==> src/rtl/shield_damage_scheduler.sv <==
// Latches shield hit/kill requests, arbitrates kill > player > bomb, and streams a 13-cell crater erase, one cell per clock.
// Latency: pulse at t gives writes t+2..t+14 and hitDone at t+15; a request arriving while its latch is full is dropped.
module shield_damage_scheduler #(
    parameter int CRATER_RADIUS = 2
) (
    input  logic        clk,
    input  logic        reset,
    input  logic        playGame,
    input  logic        killReq,
    input  logic [10:0] killX,
    input  logic        playerHitReq,
    input  logic [10:0] playerHitX,
    input  logic [10:0] playerHitY,
    input  logic        bombHitReq,
    input  logic [10:0] bombHitX,
    input  logic [10:0] bombHitY,
    output logic        wrEn,
    output logic [1:0]  wrShield,
    output logic [3:0]  wrRow,
    output logic [4:0]  wrCol,
    output logic [3:0]  shieldLive,
    output logic        busy,
    output logic        hitDone,
    output logic        dropped
);
    typedef enum logic [1:0] {S_IDLE, S_KILL, S_ERASE, S_DONE} state_t;

    localparam logic [3:0] LAST_STEP = 4'(2 * CRATER_RADIUS * (CRATER_RADIUS + 1));
    localparam logic [2:0] M2 = 3'b110, M1 = 3'b111, Z0 = 3'b000, P1 = 3'b001, P2 = 3'b010;

    state_t      state, state_nxt;
    logic [3:0]  step;
    logic        rst_all;
    logic        kill_vld, kill_ok;
    logic [1:0]  kill_sh;
    logic        ply_vld, ply_ok, bomb_vld, bomb_ok;
    logic [1:0]  ply_sh, bomb_sh;
    logic [3:0]  ply_row, bomb_row;
    logic [4:0]  ply_col, bomb_col;
    logic        cur_ok;
    logic [1:0]  cur_sh;
    logic [3:0]  cur_row;
    logic [4:0]  cur_col;
    logic        take_kill, take_ply, take_bomb;
    logic        hit_ok;
    logic [1:0]  hit_sh, base_sh;
    logic [3:0]  hit_row, base_row, cell_idx;
    logic [4:0]  hit_col, base_col;
    logic [2:0]  d_row, d_col;
    logic [4:0]  row_s;
    logic [5:0]  col_s;
    logic        write_nxt, wr_nxt;
    logic        unused_bits;

    assign rst_all     = reset | ~playGame;
    assign unused_bits = &{killX[5:0], playerHitX[0], playerHitY[0], bombHitX[0], bombHitY[0]};

    always_comb begin
        take_kill = (state == S_IDLE) & kill_vld;
        take_ply  = (state == S_IDLE) & ~kill_vld & ply_vld;
        take_bomb = (state == S_IDLE) & ~kill_vld & ~ply_vld & bomb_vld;
        hit_ok    = ply_vld ? ply_ok  : bomb_ok;
        hit_sh    = ply_vld ? ply_sh  : bomb_sh;
        hit_row   = ply_vld ? ply_row : bomb_row;
        hit_col   = ply_vld ? ply_col : bomb_col;
        state_nxt = state;
        case (state)
            S_IDLE: begin
                if (take_kill)                  state_nxt = S_KILL;
                else if (take_ply || take_bomb) state_nxt = hit_ok ? S_ERASE : S_DONE;
            end
            S_KILL:  state_nxt = S_DONE;
            S_ERASE: if (step == LAST_STEP) state_nxt = S_DONE;
            S_DONE:  state_nxt = S_IDLE;
            default: state_nxt = S_IDLE;
        endcase
    end

    // Outputs are registered, so the cell computed here is the one shown next cycle.
    always_comb begin
        base_sh  = (state == S_IDLE) ? hit_sh  : cur_sh;
        base_row = (state == S_IDLE) ? hit_row : cur_row;
        base_col = (state == S_IDLE) ? hit_col : cur_col;
        cell_idx = (state == S_IDLE) ? 4'd0 : 4'(step + 4'd1);
        {d_row, d_col} = {Z0, Z0};
        case (cell_idx)
            4'd0:  {d_row, d_col} = {M2, Z0};
            4'd1:  {d_row, d_col} = {M1, M1};
            4'd2:  {d_row, d_col} = {M1, Z0};
            4'd3:  {d_row, d_col} = {M1, P1};
            4'd4:  {d_row, d_col} = {Z0, M2};
            4'd5:  {d_row, d_col} = {Z0, M1};
            4'd6:  {d_row, d_col} = {Z0, Z0};
            4'd7:  {d_row, d_col} = {Z0, P1};
            4'd8:  {d_row, d_col} = {Z0, P2};
            4'd9:  {d_row, d_col} = {P1, M1};
            4'd10: {d_row, d_col} = {P1, Z0};
            4'd11: {d_row, d_col} = {P1, P1};
            4'd12: {d_row, d_col} = {P2, Z0};
            default: {d_row, d_col} = {Z0, Z0};
        endcase
        row_s     = {1'b0, base_row} + {{2{d_row[2]}}, d_row};
        col_s     = {1'b0, base_col} + {{3{d_col[2]}}, d_col};
        write_nxt = (state_nxt == S_ERASE);
        // Sign bit set means the cell fell off the shield edge (including overflow past 15/31).
        wr_nxt    = write_nxt & ~row_s[4] & ~col_s[5];
    end

    always_ff @(posedge clk) begin
        if (rst_all) begin
            state      <= S_IDLE;
            step       <= 4'd0;
            kill_vld   <= 1'b0;
            kill_ok    <= 1'b0;
            kill_sh    <= 2'd0;
            ply_vld    <= 1'b0;
            ply_ok     <= 1'b0;
            ply_sh     <= 2'd0;
            ply_row    <= 4'd0;
            ply_col    <= 5'd0;
            bomb_vld   <= 1'b0;
            bomb_ok    <= 1'b0;
            bomb_sh    <= 2'd0;
            bomb_row   <= 4'd0;
            bomb_col   <= 5'd0;
            cur_ok     <= 1'b0;
            cur_sh     <= 2'd0;
            cur_row    <= 4'd0;
            cur_col    <= 5'd0;
            wrEn       <= 1'b0;
            wrShield   <= 2'd0;
            wrRow      <= 4'd0;
            wrCol      <= 5'd0;
            shieldLive <= 4'b1111;
            busy       <= 1'b0;
            hitDone    <= 1'b0;
            dropped    <= 1'b0;
        end else begin
            state   <= state_nxt;
            step    <= (state == S_ERASE && state_nxt == S_ERASE) ? 4'(step + 4'd1) : 4'd0;
            busy    <= (state_nxt != S_IDLE);
            hitDone <= (state_nxt == S_DONE);
            dropped <= (killReq & kill_vld) | (playerHitReq & ply_vld) | (bombHitReq & bomb_vld);

            if (take_kill) begin
                kill_vld <= 1'b0;
            end else if (killReq && !kill_vld) begin
                kill_vld <= 1'b1;
                kill_ok  <= ~killX[6] & (killX[10:9] == 2'b00);
                kill_sh  <= killX[8:7];
            end
            if (take_ply) begin
                ply_vld <= 1'b0;
            end else if (playerHitReq && !ply_vld) begin
                ply_vld <= 1'b1;
                ply_ok  <= ~playerHitX[6] & (playerHitX[10:9] == 2'b00) & (playerHitY[10:5] == 6'd0);
                ply_sh  <= playerHitX[8:7];
                ply_row <= playerHitY[4:1];
                ply_col <= playerHitX[5:1];
            end
            if (take_bomb) begin
                bomb_vld <= 1'b0;
            end else if (bombHitReq && !bomb_vld) begin
                bomb_vld <= 1'b1;
                bomb_ok  <= ~bombHitX[6] & (bombHitX[10:9] == 2'b00) & (bombHitY[10:5] == 6'd0);
                bomb_sh  <= bombHitX[8:7];
                bomb_row <= bombHitY[4:1];
                bomb_col <= bombHitX[5:1];
            end

            if (take_kill || take_ply || take_bomb) begin
                cur_ok  <= kill_ok;
                cur_sh  <= take_kill ? kill_sh : hit_sh;
                cur_row <= hit_row;
                cur_col <= hit_col;
            end

            wrEn <= wr_nxt;
            if (write_nxt) begin
                wrShield <= base_sh;
                wrRow    <= row_s[3:0];
                wrCol    <= col_s[4:0];
            end

            if (state == S_KILL && cur_ok) shieldLive[cur_sh] <= 1'b0;
        end
    end
endmodule
==> config.mk <==
export PLATFORM = sky130hd
export DESIGN_NAME = shield_damage_scheduler
export DESIGN_NICKNAME = d
export VERILOG_FILES = /design/src/rtl/shield_damage_scheduler.sv
export SDC_FILE = /design/constraint.sdc
export NUM_CORES = 1
export LEC_CHECK = 0
export CAP_MARGIN = 40
export CORE_ASPECT_RATIO = 0.7
export CORE_MARGIN = 5
export CORE_UTILIZATION = 45
export CTS_BUF_LIST = sky130_fd_sc_hd__clkbuf_8 sky130_fd_sc_hd__clkbuf_16
export DETAILED_ROUTE_END_ITERATION = 10
export PLACE_DENSITY = 0.8
export SYNTH_ARGS = -nofsm -noshare
export SYNTH_HDL_FRONTEND = slang
export SYNTH_SLANG_ARGS = --single-unit
==> constraint.sdc <==
create_clock -name clk -period 3 [get_ports clk]
set_input_delay 0.6 -clock clk [delete_from_list [all_inputs] [get_ports clk]]
set_output_delay 0.6 -clock clk [all_outputs]
set_load 0.01 [all_outputs]
==> results of run 1 <==
state kept, by name, indices dropped and copies added (netlist names), 2 cells and up:
register and flops:
kill_sh 2, cur_col 5, shieldLive 4, wrShield 2
step 4, cur_sh 2, bomb_row 4, wrRow 4
bomb_col 5, ply_col 5, state 2, ply_sh 2
cur_row 4, wrCol 5, ply_row 4, bomb_sh 2
layout make-up:
| cell class | instances | area (µm²) | share of cell area, % |
|---|---|---|---|
| Clock buffer | 10 | 138 | 3.21 |
| Clock inverter | 6 | 88.8 | 2.07 |
| Inverter | 14 | 52.6 | 1.23 |
| Multi-Input combinational cell | 292 | 1790 | 41.6 |
| Sequential cell | 67 | 1340 | 31.3 |
| Tap cell | 98 | 123 | 2.86 |
| Timing Repair Buffer | 78 | 758 | 17.7 |
synthesized netlist by cell type (all sizes together):
cell type and number:
mux2i 12, a211o 1, nand2b 7, o22ai 2
or2b 1, nor3b 1, or2 1, ha 15
nor2b 7, nor4 3, a21oi 53, a21o 5
o31ai 3, nand3 9, o31a 1, and3 2
a222oi 1, o22a 3, xnor2 5, a22o 1
nor2 39, nand2 58, fa 2, and4 1
a311oi 1, nor3 6, xor2 3, buf 10
dfxtp 67, and2 3, nand3b 2, a32oi 1
inv 14, clkbuf 13, nand4 3, o21ai 19
a32o 1, o2111ai 4, a211oi 14, o21a 2
logic make-up after synthesis:
kind of cell,Yosys count,synth area share (%)
AND/OR/NAND/NOR,143,19.8
AO/OA/AOI/OAI,112,21.7
flip-flops,67,40.9
buffers and inverters,37,4.85
adder cells (fa/ha/maj),17,6.95
multiplexers,12,3.66
XOR/XNOR,8,2.14
per-stage QoR:
| stage | instances | power (W) | util (%) |
|---|---|---|---|
| 2_1_floorplan | 396 | 0.00126 | - |
| 4_1_cts | 565 | 0.00226 | 59.5 |
| 3_3_place_gp | 549 | 0.00141 | 56.4 |
| 6_report | 565 | 0.00225 | 59.6 |
| 3_5_place_dp | 549 | 0.00143 | 56.4 |
| 5_1_grt | 565 | 0.00236 | 59.6 |
critical path, stage by stage (launching register included):
cell and delay (ns):
dfxtp_1 0.46, nand3_1 0.13, xor2_1 0.18, or2_2 0.33, and2_1 0.18, o22a_2 0.20, ha_1 0.30, a211oi_1 0.34
o21ai_0 0.16, a21oi_1 0.19, xor2_1 0.15, and4_1 0.19
per-layer routing:
metal / track usage [%] / vias up / routed length [µm] / part of all wire (%)
met5: 0 / - / 0 / 0
met4: 6.96 / 0 / 123 / 1.5
met3: 5.74 / 13 / 600 / 7.5
met2: 30.6 / 84 / 3730 / 47
met1: 22.0 / 1422 / 3500 / 44
li1: - / 1515 / - / -
placed cells by master, fill, tap and decap left out, types with 3 or more instances in the layout:
| master | instances |
|---|---|
| clkdlybuf4s50_1 | 69 |
| dfxtp_1 | 66 |
| nand2_1 | 57 |
| a21oi_1 | 53 |
| nor2_1 | 37 |
| o21ai_0 | 16 |
| inv_1 | 14 |
| a211oi_1 | 14 |
| ha_1 | 13 |
| mux2i_1 | 12 |
| clkbuf_8 | 10 |
| nand3_1 | 9 |
| buf_4 | 9 |
| nor2b_1 | 7 |
| nand2b_1 | 7 |
| nor3_1 | 6 |
| xnor2_1 | 5 |
| a21o_1 | 5 |
| o2111ai_1 | 4 |
| xor2_1 | 3 |
| o31ai_1 | 3 |
| nand4_1 | 3 |
| nor4_1 | 3 |
power groups by stage:
stage	Sequential, W	Clock, W	Combinational, W
after floorplan	0.000956	0	0.000307
after global routing	0.000942	0.000895	0.000523
after global placement	0.000958	0	0.000454
final	0.000939	0.000839	0.000472
after detailed placement	0.000959	0	0.000468
after CTS	0.000939	0.000851	0.000472
worst paths after layout:
check             cells past startpoint     endpoint
setup / recovery                     11         wrEn
hold / removal                        2  bomb_col[4]
setup reg to reg                     11         wrEn
hold reg to reg                       2  bomb_col[4]
==> results.cfg, run 1 <==
[global_route]
grt_pass1_wl_um = 13400
grt.overflow.total = 0
grt_pass1_vias = 2868
grt_max_degree = 44
antenna_found_initial = 0
grt_usage_pct = 18.1

[layout]
final_layout_size_suffix_gt1_share_pct = 8.57
diodes = 0
design_area_mm2 = 0.00429
layout.nets = 540
syn_to_final_growth_pct = 30.8
fillers = 623

[critical_path]
rrSetupSlack_ns = 0.11
required_ns = 3.29
critical_path_arrival_ns = 3.17
worstSetupPathType = flop to flop
start_kind = flop
setup.worst_path.start = step[2]
end_kind = flop
r2r-start = step[2]
worst-path-max-fanout = 5

[timing]
skew_ns = 0.00934
finalCritPeriodShare_pct = 96.2
hold-worst-slack_ns = 0.457
setup_tns_ns = 0
hold_viol_final = 0
rsz0062_at_grt = false
timing.final.crit_period_ns = 2.89
fmax_ghz = 0.347
setup_ws_ns = 0.114
setup_viol = 0
worst_pin_slew_ns = 0.796
slew_headroom_pct = 46.9
final_max_slew_viol_count = 0

[clock_tree]
clkLatencyLatePin_ns = 0.35
root_buffer = clkbuf_8
cts_resized = 0
clk_pin_slew_ns = 0.07
clock_path_buffers = 2
ctsHoldBuffers = 0
cts_buffers = 9
clock-sinks = 67
h-tree-depth = 3
post_cts_buffers = 0
tritoncts = yes

[floorplan]
placeableCoreArea_mm2 = 0.00719
start_util_pct = 45.6
io_pins = 80
dieArea_mm2 = 0.00912
rows = 26
die_w_um = 112
die_height_um = 81.4

[synthesis]
seq_area_frac_synth_pct = 40.9
yosysTopAreaCell = dfxtp_1
yosys_warnings = 0
synthTopCellsByArea = dfxtp_1 41%, a21oi_1 8.1%, nand2_1 6.5%
postSynthCellCount = 396
yosys_register_bits = 67
yosysUniqueCellTypes = 49
syn_area_mm2 = 0.00328
synth_top_area_share_pct = 40.9
avgSynthCellArea_um2 = 8.28
syn_nets = 474

[power_and_ir_drop]
power_frac_comb_pct = 21.0
swShare_pct = 27.6
leakage_nw = 1.59
p_int_w = 0.00163
p_seq_share_pct = 41.7
power_density_mw_per_mm2 = 525
clock_power_share_pct = 37.3
netSwitchingPower_w = 0.000620
peakVddDrop_v = 0.000269

[placement]
portBuffers = 69
routabilityCongestion = 0.815
hpwlAfterDp_um = 5920
pre_cts_ws_ns = 0.172
placed_area_mm2 = 0.00405

[routing]
wl_per_cell_um = 14.1
drc = 0
totalWireLength_um = 7950
drt_pass1_iterations = 5
initialDrtViolationCount = 142
ant_nets = 0
via_count = 3034
vias_per_cell = 5.37

[run_status]
outcome = finished, final reports clean

[worst_hold_path]
hp-start = bomb_col[4]
hold_class = flop to flop

[run]
drv_cap = 0
Power figures use the tool's default switching activity.
==> run 2: changes to the inputs <==
--- a/config.mk
+++ b/config.mk
@@ -7,7 +7,6 @@
 export LEC_CHECK = 0
 export CAP_MARGIN = 40
 export CORE_ASPECT_RATIO = 0.7
-export CORE_MARGIN = 5
 export CORE_UTILIZATION = 45
 export CTS_BUF_LIST = sky130_fd_sc_hd__clkbuf_8 sky130_fd_sc_hd__clkbuf_16
 export DETAILED_ROUTE_END_ITERATION = 10
==> run 2 against run 1 <==
  * Sequential share of layout area is 0.23 points higher
  * Hold slack worse by 0.0010 ns
  * Cell count is 0.71% lower
  * Non-clock buffer count is 1 higher
  * Clock skew is 0.0014 ns lower
  * Die area is 16% lower
==> results.cfg, run 2 (same netlist as run 1, synthesis figures left out) <==
[timing]
slew_headroom_pct = 59.9
rsz0062_at_grt = false
setup_tns_ns = 0
timing.final.crit_period_ns = 2.71
worst_pin_slew_ns = 0.601
finalCritPeriodShare_pct = 90.4
setup_ws_ns = 0.289
fmax_ghz = 0.369
hold_viol_final = 0
final_max_slew_viol_count = 0
skew_ns = 0.00790
setup_viol = 0

[worst_hold_path]
hp-start = bomb_row[1]
hold_class = flop to flop

[critical_path]
worst-path-max-fanout = 7
worstSetupPathType = flop to flop
cp_slowest_cell = dfxtp_2
crit_family = simple AND/OR/NAND/NOR gates
cpPeakStageDelay_ns = 0.40
start_kind = flop
critical_path_arrival_ns = 3.00
r2r-start = step[0]
crit_top_cell = xor2_1
cp_num_buf_inv = 0
required_ns = 3.29
crit_chain = nand3_1 > xor2_1 > or2_2 > and2_1 > o22a_2 > ha_1 > a211oi_2 > o21ai_0 > a21oi_1 > xor2_1 > and4_1
end_kind = flop
setup.worst_path.start = step[0]

[placement]
pre_cts_ws_ns = 0.167
hpwlAfterDp_um = 5670
routabilityCongestion = 0.805
place_inst = 546
portBuffers = 69

[run]
drv_cap = 0

[global_route]
grt.overflow.total = 0
grt_pass1_vias = 2864
grt_usage_pct = 22.3
grt_max_degree = 50
grt_pass1_wl_um = 13300
antenna_found_initial = 0

[layout]
layout_common_cells = 69 x clkdlybuf4s50_1, 65 x dfxtp_1, 57 x nand2_1
layout.nets = 541
fillers = 625
syn_to_final_growth_pct = 30.0
layout_commonest_cell = clkdlybuf4s50_1
diodes = 0
final_layout_size_suffix_gt1_share_pct = 8.35
layout.cells.non_filler = 561
post-route-util_pct = 61.9

[clock_tree]
clock-sinks = 67
tritoncts = yes
h-tree-depth = 3
clock_path_buffers = 2
cts_buffers = 9
root_buffer = clkbuf_8
clk_pin_slew_ns = 0.07
clkLatencyLatePin_ns = 0.35

[power_and_ir_drop]
clock_power_share_pct = 32.5
p_total_w = 0.00210
swShare_pct = 28.5
power_density_mw_per_mm2 = 492
leakage_nw = 1.59
p_int_w = 0.00150
p_seq_share_pct = 44.8
peakVddDrop_v = 0.000258
netSwitchingPower_w = 0.000597
power_frac_comb_pct = 22.7

[routing]
vias_per_cell = 5.38
initialDrtViolationCount = 182
totalWireLength_um = 7840
ant_nets = 0
drt_pass1_iterations = 5
drc = 0
wl_per_cell_um = 14.0
via_count = 3020

[floorplan]
io_pins = 80
die_height_um = 73.4
start_util_pct = 47.6
placeableCoreArea_mm2 = 0.00688
dieArea_mm2 = 0.00764
rows = 25
die_w_um = 104

[run_status]
outcome = finished, final reports clean
==> run 2: final cells by class <==
class,instances,area [µm²],area share (%)
multi-input cells,292,1790,42.0
clock buffers,12,165,3.88
flip-flops and latches,67,1340,31.5
repair buffers,79,778,18.3
inverters,14,52.6,1.23
clock inverters,3,15.0,0.352
well taps,94,118,2.76
==> run 2: power groups by stage <==
stage                     Combinational (W)  Sequential (W)  Clock, W
final                              0.000477        0.000940  0.000681
after global routing               0.000530        0.000944  0.000734
after CTS                          0.000474        0.000939  0.000694
after detailed placement           0.000468        0.000959         0
after global placement             0.000460        0.000958         0
after floorplan                    0.000307        0.000956         0
==> run 2: through the flow <==
stage	area (µm²)	hold WS (ns)
global placement	4070	0.444
detailed placement	4070	0.446
floorplan	3280	0.432
CTS	4250	0.456
global route	4260	0.479
finish	4260	0.456
==> run 2: repair_timing <==
item                       CTS  global route
setup endpoints to repair    0             2
gates resized for setup      0             5
hold buffers                 0             0
setup buffers                0             0
==> run 2: final timing paths <==
kind | endpoint | slack, ns | cells past startpoint
min | bomb_row[1] | 0.46 | 2
max | wrEn | 0.29 | 11
min reg2reg | bomb_row[1] | 0.46 | 2
max reg2reg | wrEn | 0.29 | 11
==> run 2: routing by layer <==
| metal | track usage [%] | up-vias | routed length, µm |
|---|---|---|---|
| li1 | - | 1514 | - |
| met1 | 27.6 | 1388 | 3610 |
| met2 | 36.4 | 100 | 3510 |
| met3 | 6.74 | 18 | 568 |
| met4 | 9.68 | 0 | 154 |
| met5 | 0 | - | 0 |
==> run 2: tightest hold or removal path: stages (launching register included) <==
cell,delay (ns)
dfxtp_1,0.31
nand2_1,0.05
a21oi_1,0.05
==> run 3: changes to the inputs <==
--- a/config.mk
+++ b/config.mk
@@ -11,6 +11,7 @@
 export CTS_BUF_LIST = sky130_fd_sc_hd__clkbuf_8 sky130_fd_sc_hd__clkbuf_16
 export DETAILED_ROUTE_END_ITERATION = 10
 export PLACE_DENSITY = 0.8
+export SLEW_MARGIN = 20
 export SYNTH_ARGS = -nofsm -noshare
 export SYNTH_HDL_FRONTEND = slang
 export SYNTH_SLANG_ARGS = --single-unit
==> results of run 3 <==
No change in the layout: final DEF, timing and power equal those of run 2.
